**src/rtl/block_stream_gen.sv**
```systemverilog
// Word-command to ASCII byte serializer ("begin ", "end ", " ") with nesting-depth tracking.
// Optional BSG_UPPER_EN adds an 'upper' input selecting uppercase keywords per word.
module block_stream_gen #(
    parameter int DEPTH_W = 4
) (
    input  logic               clk,
    input  logic               reset,
    input  logic               cmd_valid,
    input  logic [1:0]         cmd,
    output logic               cmd_ready,
    output logic [7:0]         out_data,
    output logic               out_valid,
    input  logic               out_ready,
    output logic [DEPTH_W-1:0] depth,
    output logic               balanced,
    output logic               err
`ifdef BSG_UPPER_EN
    ,
    input  logic               upper
`endif
);

    typedef enum logic [0:0] {
        ST_IDLE = 1'b0,
        ST_EMIT = 1'b1
    } state_t;

    localparam logic [1:0]         CMD_BEGIN = 2'b00;
    localparam logic [1:0]         CMD_END   = 2'b01;
    localparam logic [1:0]         CMD_SPACE = 2'b10;
    localparam logic [DEPTH_W-1:0] DEPTH_MAX = {DEPTH_W{1'b1}};
    localparam logic [DEPTH_W-1:0] DEPTH_0   = {DEPTH_W{1'b0}};
    localparam logic [DEPTH_W-1:0] DEPTH_1   = {{(DEPTH_W-1){1'b0}}, 1'b1};

    // Index of the trailing space for each word.
    function automatic logic [2:0] word_last(input logic [1:0] w);
        logic [2:0] l;
        case (w)
            CMD_BEGIN: l = 3'd5;
            CMD_END:   l = 3'd3;
            default:   l = 3'd0;
        endcase
        return l;
    endfunction

    function automatic logic [7:0] word_char(input logic [1:0] w, input logic up, input logic [2:0] i);
        logic [7:0] c;
        c = 8'h20;
        case (w)
            CMD_BEGIN: begin
                case (i)
                    3'd0:    c = 8'h62;
                    3'd1:    c = 8'h65;
                    3'd2:    c = 8'h67;
                    3'd3:    c = 8'h69;
                    3'd4:    c = 8'h6E;
                    default: c = 8'h20;
                endcase
            end
            CMD_END: begin
                case (i)
                    3'd0:    c = 8'h65;
                    3'd1:    c = 8'h6E;
                    3'd2:    c = 8'h64;
                    default: c = 8'h20;
                endcase
            end
            default: c = 8'h20;
        endcase
        return (up && (c != 8'h20)) ? (c - 8'h20) : c;
    endfunction

    state_t             state_r,  state_nxt_s;
    logic [2:0]         idx_r,    idx_nxt_s;
    logic [1:0]         word_r,   word_nxt_s;
    logic               upper_r,  upper_nxt_s;
    logic [DEPTH_W-1:0] depth_r,  depth_nxt_s;
    logic               err_r,    err_nxt_s;
    logic               cmd_ready_r, cmd_ready_nxt_s;
    logic               out_valid_r, out_valid_nxt_s;
    logic [7:0]         out_data_r,  out_data_nxt_s;
    logic               upper_s;
    logic               legal_s;

`ifdef BSG_UPPER_EN
    assign upper_s = upper;
`else
    assign upper_s = 1'b0;
`endif

    // Command legality against the current registered depth.
    always_comb begin
        legal_s = 1'b0;
        case (cmd)
            CMD_BEGIN: legal_s = (depth_r != DEPTH_MAX);
            CMD_END:   legal_s = (depth_r != DEPTH_0);
            CMD_SPACE: legal_s = 1'b1;
            default:   legal_s = 1'b0;
        endcase
    end

    // State and context registers.
    always_ff @(posedge clk) begin
        if (!reset) begin
            state_r <= ST_IDLE;
            idx_r   <= 3'd0;
            word_r  <= CMD_SPACE;
            upper_r <= 1'b0;
            depth_r <= DEPTH_0;
            err_r   <= 1'b0;
        end else begin
            state_r <= state_nxt_s;
            idx_r   <= idx_nxt_s;
            word_r  <= word_nxt_s;
            upper_r <= upper_nxt_s;
            depth_r <= depth_nxt_s;
            err_r   <= err_nxt_s;
        end
    end

    // Next-state logic: depth moves at acceptance, not at word completion.
    always_comb begin
        state_nxt_s = state_r;
        idx_nxt_s   = idx_r;
        word_nxt_s  = word_r;
        upper_nxt_s = upper_r;
        depth_nxt_s = depth_r;
        err_nxt_s   = 1'b0;
        case (state_r)
            ST_IDLE: begin
                if (cmd_valid) begin
                    if (legal_s) begin
                        state_nxt_s = ST_EMIT;
                        idx_nxt_s   = 3'd0;
                        word_nxt_s  = cmd;
                        upper_nxt_s = upper_s;
                        case (cmd)
                            CMD_BEGIN: depth_nxt_s = depth_r + DEPTH_1;
                            CMD_END:   depth_nxt_s = depth_r - DEPTH_1;
                            default:   depth_nxt_s = depth_r;
                        endcase
                    end else begin
                        err_nxt_s = 1'b1;
                    end
                end else begin
                    state_nxt_s = ST_IDLE;
                end
            end
            ST_EMIT: begin
                if (out_ready) begin
                    if (idx_r == word_last(word_r)) begin
                        state_nxt_s = ST_IDLE;
                    end else begin
                        idx_nxt_s = idx_r + 3'd1;
                    end
                end else begin
                    state_nxt_s = ST_EMIT;
                end
            end
            default: state_nxt_s = ST_IDLE;
        endcase
    end

    // Output decode from the next state so the handshake outputs come straight from flops.
    always_comb begin
        cmd_ready_nxt_s = (state_nxt_s == ST_IDLE);
        out_valid_nxt_s = (state_nxt_s == ST_EMIT);
        if (state_nxt_s == ST_EMIT) begin
            out_data_nxt_s = word_char(word_nxt_s, upper_nxt_s, idx_nxt_s);
        end else begin
            out_data_nxt_s = 8'h00;
        end
    end

    // Output registers.
    always_ff @(posedge clk) begin
        if (!reset) begin
            cmd_ready_r <= 1'b1;
            out_valid_r <= 1'b0;
            out_data_r  <= 8'h00;
        end else begin
            cmd_ready_r <= cmd_ready_nxt_s;
            out_valid_r <= out_valid_nxt_s;
            out_data_r  <= out_data_nxt_s;
        end
    end

    assign cmd_ready = cmd_ready_r;
    assign out_valid = out_valid_r;
    assign out_data  = out_data_r;
    assign depth     = depth_r;
    assign balanced  = (depth_r == DEPTH_0);
    assign err       = err_r;

endmodule

```
**config.mk**
```make
export PLATFORM = sky130hd
export DESIGN_NAME = block_stream_gen
export DESIGN_NICKNAME = d
export VERILOG_FILES = /design/src/rtl/block_stream_gen.sv
export SDC_FILE = /design/constraint.sdc
export NUM_CORES = 1
export LEC_CHECK = 0
export ABC_CLOCK_PERIOD_IN_PS = 4580
export CORE_ASPECT_RATIO = 0.9
export CORE_MARGIN = 1.5
export CORE_UTILIZATION = 55
export DETAILED_ROUTE_END_ITERATION = 8
export GPL_TIMING_DRIVEN = 0
export PLACE_DENSITY_LB_ADDON = 0.2
export SETUP_SLACK_MARGIN = 0.4
export SLEW_MARGIN = 0
export SYNTH_ARGS = -nofsm -noshare
export SYNTH_HDL_FRONTEND = slang
export SYNTH_SLANG_ARGS = --single-unit
```
**constraint.sdc**
```tcl
create_clock -name clk -period 4.58 [get_ports clk]
set_input_delay 0.916 -clock clk [delete_from_list [all_inputs] [get_ports clk]]
set_output_delay 0.916 -clock clk [all_outputs]
set_load 0.02 [all_outputs]
```
* Yosys cells after proc, flatten, opt, wreduce, memory -nomap -nowiden
Cells that the tools add are included.
** Storage, ports and cells
- Register bits after elaboration :: 21
- Input bits :: 6
- Logic and storage cells :: 65
- Output and inout bits :: 16
** Cells by class
- Mux-type cells :: 27
- Reductions and logical operators :: 11
- Equality and inequality tests :: 11
- Add/subtract/negate cells :: 4
- Bitwise logic cells :: 4
** Operator list (number)
- one-hot mux 7 bit (5 select lines) :: 1
- one-hot mux 7 bit (3 select lines) :: 1
- 2-to-1 mux 3 bit :: 6
- 2-to-1 mux 8 bit :: 2
- one-hot mux 8 bit (2 select lines) :: 1
- one-hot mux 3 bit (2 select lines) :: 2
- 2-to-1 mux 1 bit :: 8
- != test 8 x 6 -> 1 bit (second input constant) :: 1
- one-hot mux 4 bit (2 select lines) :: 1
- subtractor 8 x 6 -> 8 bit (second input constant) :: 1
- equality test 2 x 1 -> 1 bit (second input constant) :: 3
- equality test 3 x 2 -> 1 bit (second input constant) :: 2
- logical NOT 2 bit :: 3
- 2-to-1 mux 2 bit :: 3
- adder 4 x 1 -> 4 bit (second input constant) :: 1
- logical NOT 4 bit :: 1
- != test 4 bit (second input constant) :: 1
- inverter 1 bit :: 4
- AND reduction 4 bit :: 1
- nonzero test 4 bit :: 1
- subtractor 4 x 1 -> 4 bit (second input constant) :: 1
- adder 3 x 1 -> 3 bit (second input constant) :: 1
- equality test 3 x 1 -> 1 bit (second input constant) :: 1
- equality test 3 bit :: 1
- 9 further kinds :: 9

* Longest topological paths before layout
- Depth after elaboration :: 15
- Gate-level depth with buffers :: 10
- Gate-level depth less buffers :: 9

* Worst setup path after synthesis
No wires, ideal clock.
- Path type :: input to register
- From :: input cmd[1]
- To :: register depth_r[3], in the netlist depth[3]
- Buffers on the path :: 1
- Arrival :: 2548 ps
- Slack :: 1917 ps
- Setup time :: 115 ps
- Stages :: 10
- Required time :: 4465 ps
- Cells stage by stage :: clkbuf_1 > nand2b_1 > inv_1 > ha_1 > a21o_2 > a21oi_1 > xnor2_1 > nor3_1 > xor2_1 > and2_1
** On the way
- Cells in the longest elaborated chain, start to end :: 3
- Elaborated cells between the ends (all ways) :: 7
** RTL lines
- from (decl) :: RTL line 9 : input logic [1:0] cmd,
- equality test 2 bit, or another cell as far along :: RTL line 94 : case (cmd)
- one-hot mux 1 bit (3 select lines) / nonzero test 2 bit (equally long branches)
- AND reduction 4 bit (no line)
- to (signal assigned) :: RTL line 116 : depth_r <= depth_nxt_s;
- to (decl) :: RTL line 77 : logic [DEPTH_W-1:0] depth_r, depth_nxt_s;
Parallel ways exist; a longest one is shown, timed or not.
A chain may end at the register's enable or synchronous reset.

* Worst setup path after layout
- From :: input cmd_valid
- To :: register out_data_r[3], in the netlist out_data[3]
** On the way
- Cells in the longest elaborated chain, start to end :: 9
- Elaborated cells between the ends (all ways) :: 24
** RTL lines
- from (decl) :: RTL line 8 : input logic cmd_valid,
- parallel branches: the longest is 9 deep, another holds subtractor 8 x 6 -> 8 bit
- to (signal assigned) :: RTL line 184 : out_data_r <= out_data_nxt_s;
- to (decl) :: RTL line 81 : logic [7:0] out_data_r, out_data_nxt_s;
Parallel ways; which one is timed is not known. The select of a mux whose other input is x is not followed.

==> results by stage <==
Logic synthesis:
- The simple-gate share of the synthesized area is 0.260.
- The cell count after synthesis came out at 130.
- The portion of the post-synthesis area used by sequential elements is 0.313.
- The post-synthesis mux area share is 0.0484.
- The count of distinct cell types in the synthesized netlist is 62.
- The most frequently used flop master after synthesis is sky130_fd_sc_hd__dfxtp_1.
- After synthesis, the largest family of logic cells by area is simple AND/OR/NAND/NOR gates.
- Of the post-synthesis cell area, the dominant cell type holds 0.313.
- The biggest area contributor in the post-synthesis netlist is sky130_fd_sc_hd__dfxtp_1.
- By instance count, the leading cell after synthesis is sky130_fd_sc_hd__dfxtp_1.
- The synthesized area divided by synthesized cell count is 9.36 um^2.
- The xor/xnor share of the synthesized area is 0.0288.
- The number of enable flip-flop cells after synthesis is 0.
- Sorting the synthesized cells by area gives the leading types as sky130_fd_sc_hd__dfxtp_1 (31%), sky130_fd_sc_hd__a21oi_1 (3.3%), sky130_fd_sc_hd__ha_1 (3.1%).
- The adder-cell share of the synthesized area is 0.0473.
- Counting instances in the post-synthesis netlist gives the leading cell types as sky130_fd_sc_hd__dfxtp_1 (19), sky130_fd_sc_hd__a21oi_1 (8), sky130_fd_sc_hd__nand2_1 (8).
- Of all flip-flops after synthesis, the portion carrying an async set or reset was 0.
- The flip-flop and latch count after synthesis is 19.
- The synthesized-area fraction occupied by ao, oa, aoi and oai cells was 0.244.
- After synthesis the cells add up to 0.00122 mm^2.
- The warning count from the yosys run is 0.

Die:
- After floorplanning, the core was divided into 15 placement rows.
- The floorplan core area is 0.00201 mm^2.
- During I/O placement, the number of pins put on the boundary was 22.
- The die covers 0.00250 mm^2.
- The die height is 47.6 um.
- In this run the horizontal extent of the chip is 52.6 um.
- The effective utilization at floorplan is 0.606.

Finish:
- The area growth from synthesis to layout is 20.2%.
- Of the cells placed in the final design, the portion with a size suffix greater than 1 is 0.190.
- For this run, the post-layout net count is 164.
- The count of antenna diodes in the layout is 0.
- Once layout is complete, the cells apart from fillers number 178.

Pwr:
- Of the total power, registers draw 0.508.
- Of the total power, the clock network draws 0.255.
- The analysis attributes to net switching a power of 0.112 mW.
- Of the total power, the share spent switching nets is 0.315.
- The share of power burned in combinational logic is 0.237.
- In this run the static leakage power is 0.587 nW.
- In this run the power density over the cells is 243 mW/mm^2.
- The highest ir drop seen on vdd is 0.217 mV.
- The internal portion of total power is 0.244 mW.

Route:
- After detailed routing, the total wire length is 2710 um.
- In the final routed layout, each cell accounts on average for 15.2 um.
- The first detailed-routing pass took 4 iterations.
- The remaining design rule violation count is 0.
- The vias per cell is 5.89.
- The count of nets left with antenna violations once routing finished came out at 0.
- In this run, the number of DRC markers left after iteration 0 of detailed routing was 32.
- For this block, the via count after detailed routing is 1048.

Timing:
- Of the available clock period, the critical path in the final layout requires 0.629.
- The final max-slew violation count came to 0.
- The post-layout minimum cycle time is 2.88 ns.
- Static timing analysis puts the maximum clock frequency at 347 MHz.
- The number of hold-slack violations in the final timing report is 0.
- The number of setup violations in the final report is 0.
- After routing, the total negative slack on setup checks comes to 0 ns.
- Across all hold checks on the routed design, the worst slack comes to 0.546 ns.
- The clock tree skew after final layout is 0.00331 ns.
- Setup repair after global routing left no endpoint under its margin.

Placement:
- Input and output buffers added on the ports amount to 18.
- Once detailed placement completed, the half-perimeter wirelength came to 2040 um.
- Including well taps, the total number of placed cells is 174.
- Routability-driven placement finished with a final weighted congestion of 0.864.

Worst setup path:
- The critical path startpoint is cmd_valid.
- The worst register-to-register path begins at idx_r[0].
- The worst setup path is of the in -> reg kind.
- The data required time of the critical path is 4.83 ns.
- STA classifies the critical path startpoint as an input pin.
- At the worst endpoint, the arrival time is 3.13 ns.
- STA classifies the critical path endpoint as a flip-flop.
- The highest fanout seen on the critical path is 5.

Flow run:
- Max-cap violations in this run came to 0.

Global route:
- The number of global-route vias before repair came to 984.
- The initial antenna violation count was 0.
- The maximum number of pins on one net before global-route repair is 13.
- The remaining global-route overflow is 0.
- The first global-routing pass estimated 4310 um of wire.
- Across every metal layer, demand over resource in global routing totals 0.236.

CTS:
- CTS saw 19 sinks.
- The clock root buffer is sky130_fd_sc_hd__clkbuf_4.
- Post-CTS timing repair inserted 0 buffers for setup.
- After clock tree synthesis, the clock-pin slew on the worst setup and hold paths is 0.11 ns.
- The TritonCTS clock tree is built.
- The number of buffers added to fix hold violations after cts is 0.
- In this run the number of H-tree levels came out at 1.
- No sink is reached through more buffers than the 2 on the longest clock path.
- The number of gates resized after cts is 0.
- The total clock buffers created by CTS is 3.
- The worst-skew pair later-pin latency is 0.31 ns.

Hold path:
- The worst hold-check path type is reg -> reg.
- The launch instance of the worst min-delay path is upper_r.

Status:
- The run finished with clean final reports.
-- worst max-delay path, cell delays in order --
cell and delay [ns]:
sky130_fd_sc_hd__clkdlybuf4s50_1 0.51, sky130_fd_sc_hd__nor2b_1 0.30, sky130_fd_sc_hd__o31ai_1 0.18, sky130_fd_sc_hd__or4_1 0.48, sky130_fd_sc_hd__o31a_1 0.16, sky130_fd_sc_hd__a2111o_1 0.44, sky130_fd_sc_hd__a21oi_2 0.13
-- cells by family (layout without fill, tap and decap cells) --
kind of cell / count (synthesis) / after routing
adder cells (fa/ha/maj): 4 / 4
AO/OA/AOI/OAI: 39 / 39
flip-flops: 19 / 19
other: 1 / 2
XOR/XNOR: 4 / 4
buffers and inverters: 12 / 34
multiplexers: 4 / 4
AND/OR/NAND/NOR: 47 / 47
-- flip-flops by register name (all words and copies together) (netlist names) --
register / flops
cmd_ready: 1
out_data: 6
err: 1
out_valid: 1
upper_r: 1
depth: 4
idx_r: 3
word_r: 2
-- path summary, 6_finish.rpt --
path	cells after the start	to	slack, ns
max	7	out_data[3]	1.70
min	1	upper_r	0.55
max reg2reg	7	out_data[2]	2.32
min reg2reg	1	upper_r	0.55
-- placed cells by master, fill, tap and decap left out, types with 4 or more instances in the layout --
cell type,count
sky130_fd_sc_hd__dfxtp_1,19
sky130_fd_sc_hd__clkdlybuf4s50_1,18
sky130_fd_sc_hd__a21oi_1,8
sky130_fd_sc_hd__nand2_1,8
sky130_fd_sc_hd__inv_1,6
sky130_fd_sc_hd__nand3_1,6
sky130_fd_sc_hd__o21ai_0,5
sky130_fd_sc_hd__nor2_1,5
sky130_fd_sc_hd__and2_1,4
-- layer usage --
metal	wire [um]	vias to the layer above	global-route usage
met3	111	0	0.0625
met1	1290	489	0.312
met2	1300	28	0.400
met5	0	-	0
li1	-	531	-
met4	0	0	0.0410
-- power by group through the flow --
| stage | clock network (mW) | logic [mW] | registers, mW |
|---|---|---|---|
| 2_1_floorplan | 0 | 0.0474 | 0.190 |
| 3_3_place_gp | 0 | 0.0815 | 0.184 |
| 3_5_place_dp | 0 | 0.0833 | 0.184 |
| 4_1_cts | 0.0925 | 0.0840 | 0.180 |
| 5_1_grt | 0.0973 | 0.0922 | 0.182 |
| 6_report | 0.0907 | 0.0844 | 0.181 |
-- per-stage QoR --
stage                     setup slack (ns)  power [mW]  instance area [um^2]  utilization
after floorplan                       1.92       0.238                  1220            -
after global placement                1.44       0.265                  1430        0.713
after detailed placement              1.40       0.267                  1430        0.713
after CTS                             1.72       0.357                  1460        0.728
after global routing                  1.53       0.371                  1460        0.728
final                                 1.70       0.356                  1460        0.728
-- cell type report --
type | count | area [um^2]
Buffer | 6 | 45.0
Clock buffer | 3 | 22.5
Clock inverter | 1 | 7.51
Fill cell | 155 | 547
Inverter | 6 | 22.5
Multi-Input combinational cell | 100 | 772
Sequential cell | 19 | 380
Tap cell | 25 | 31.3
Timing Repair Buffer | 18 | 180
No activity file was read; power rests on OpenSTA's default activity.
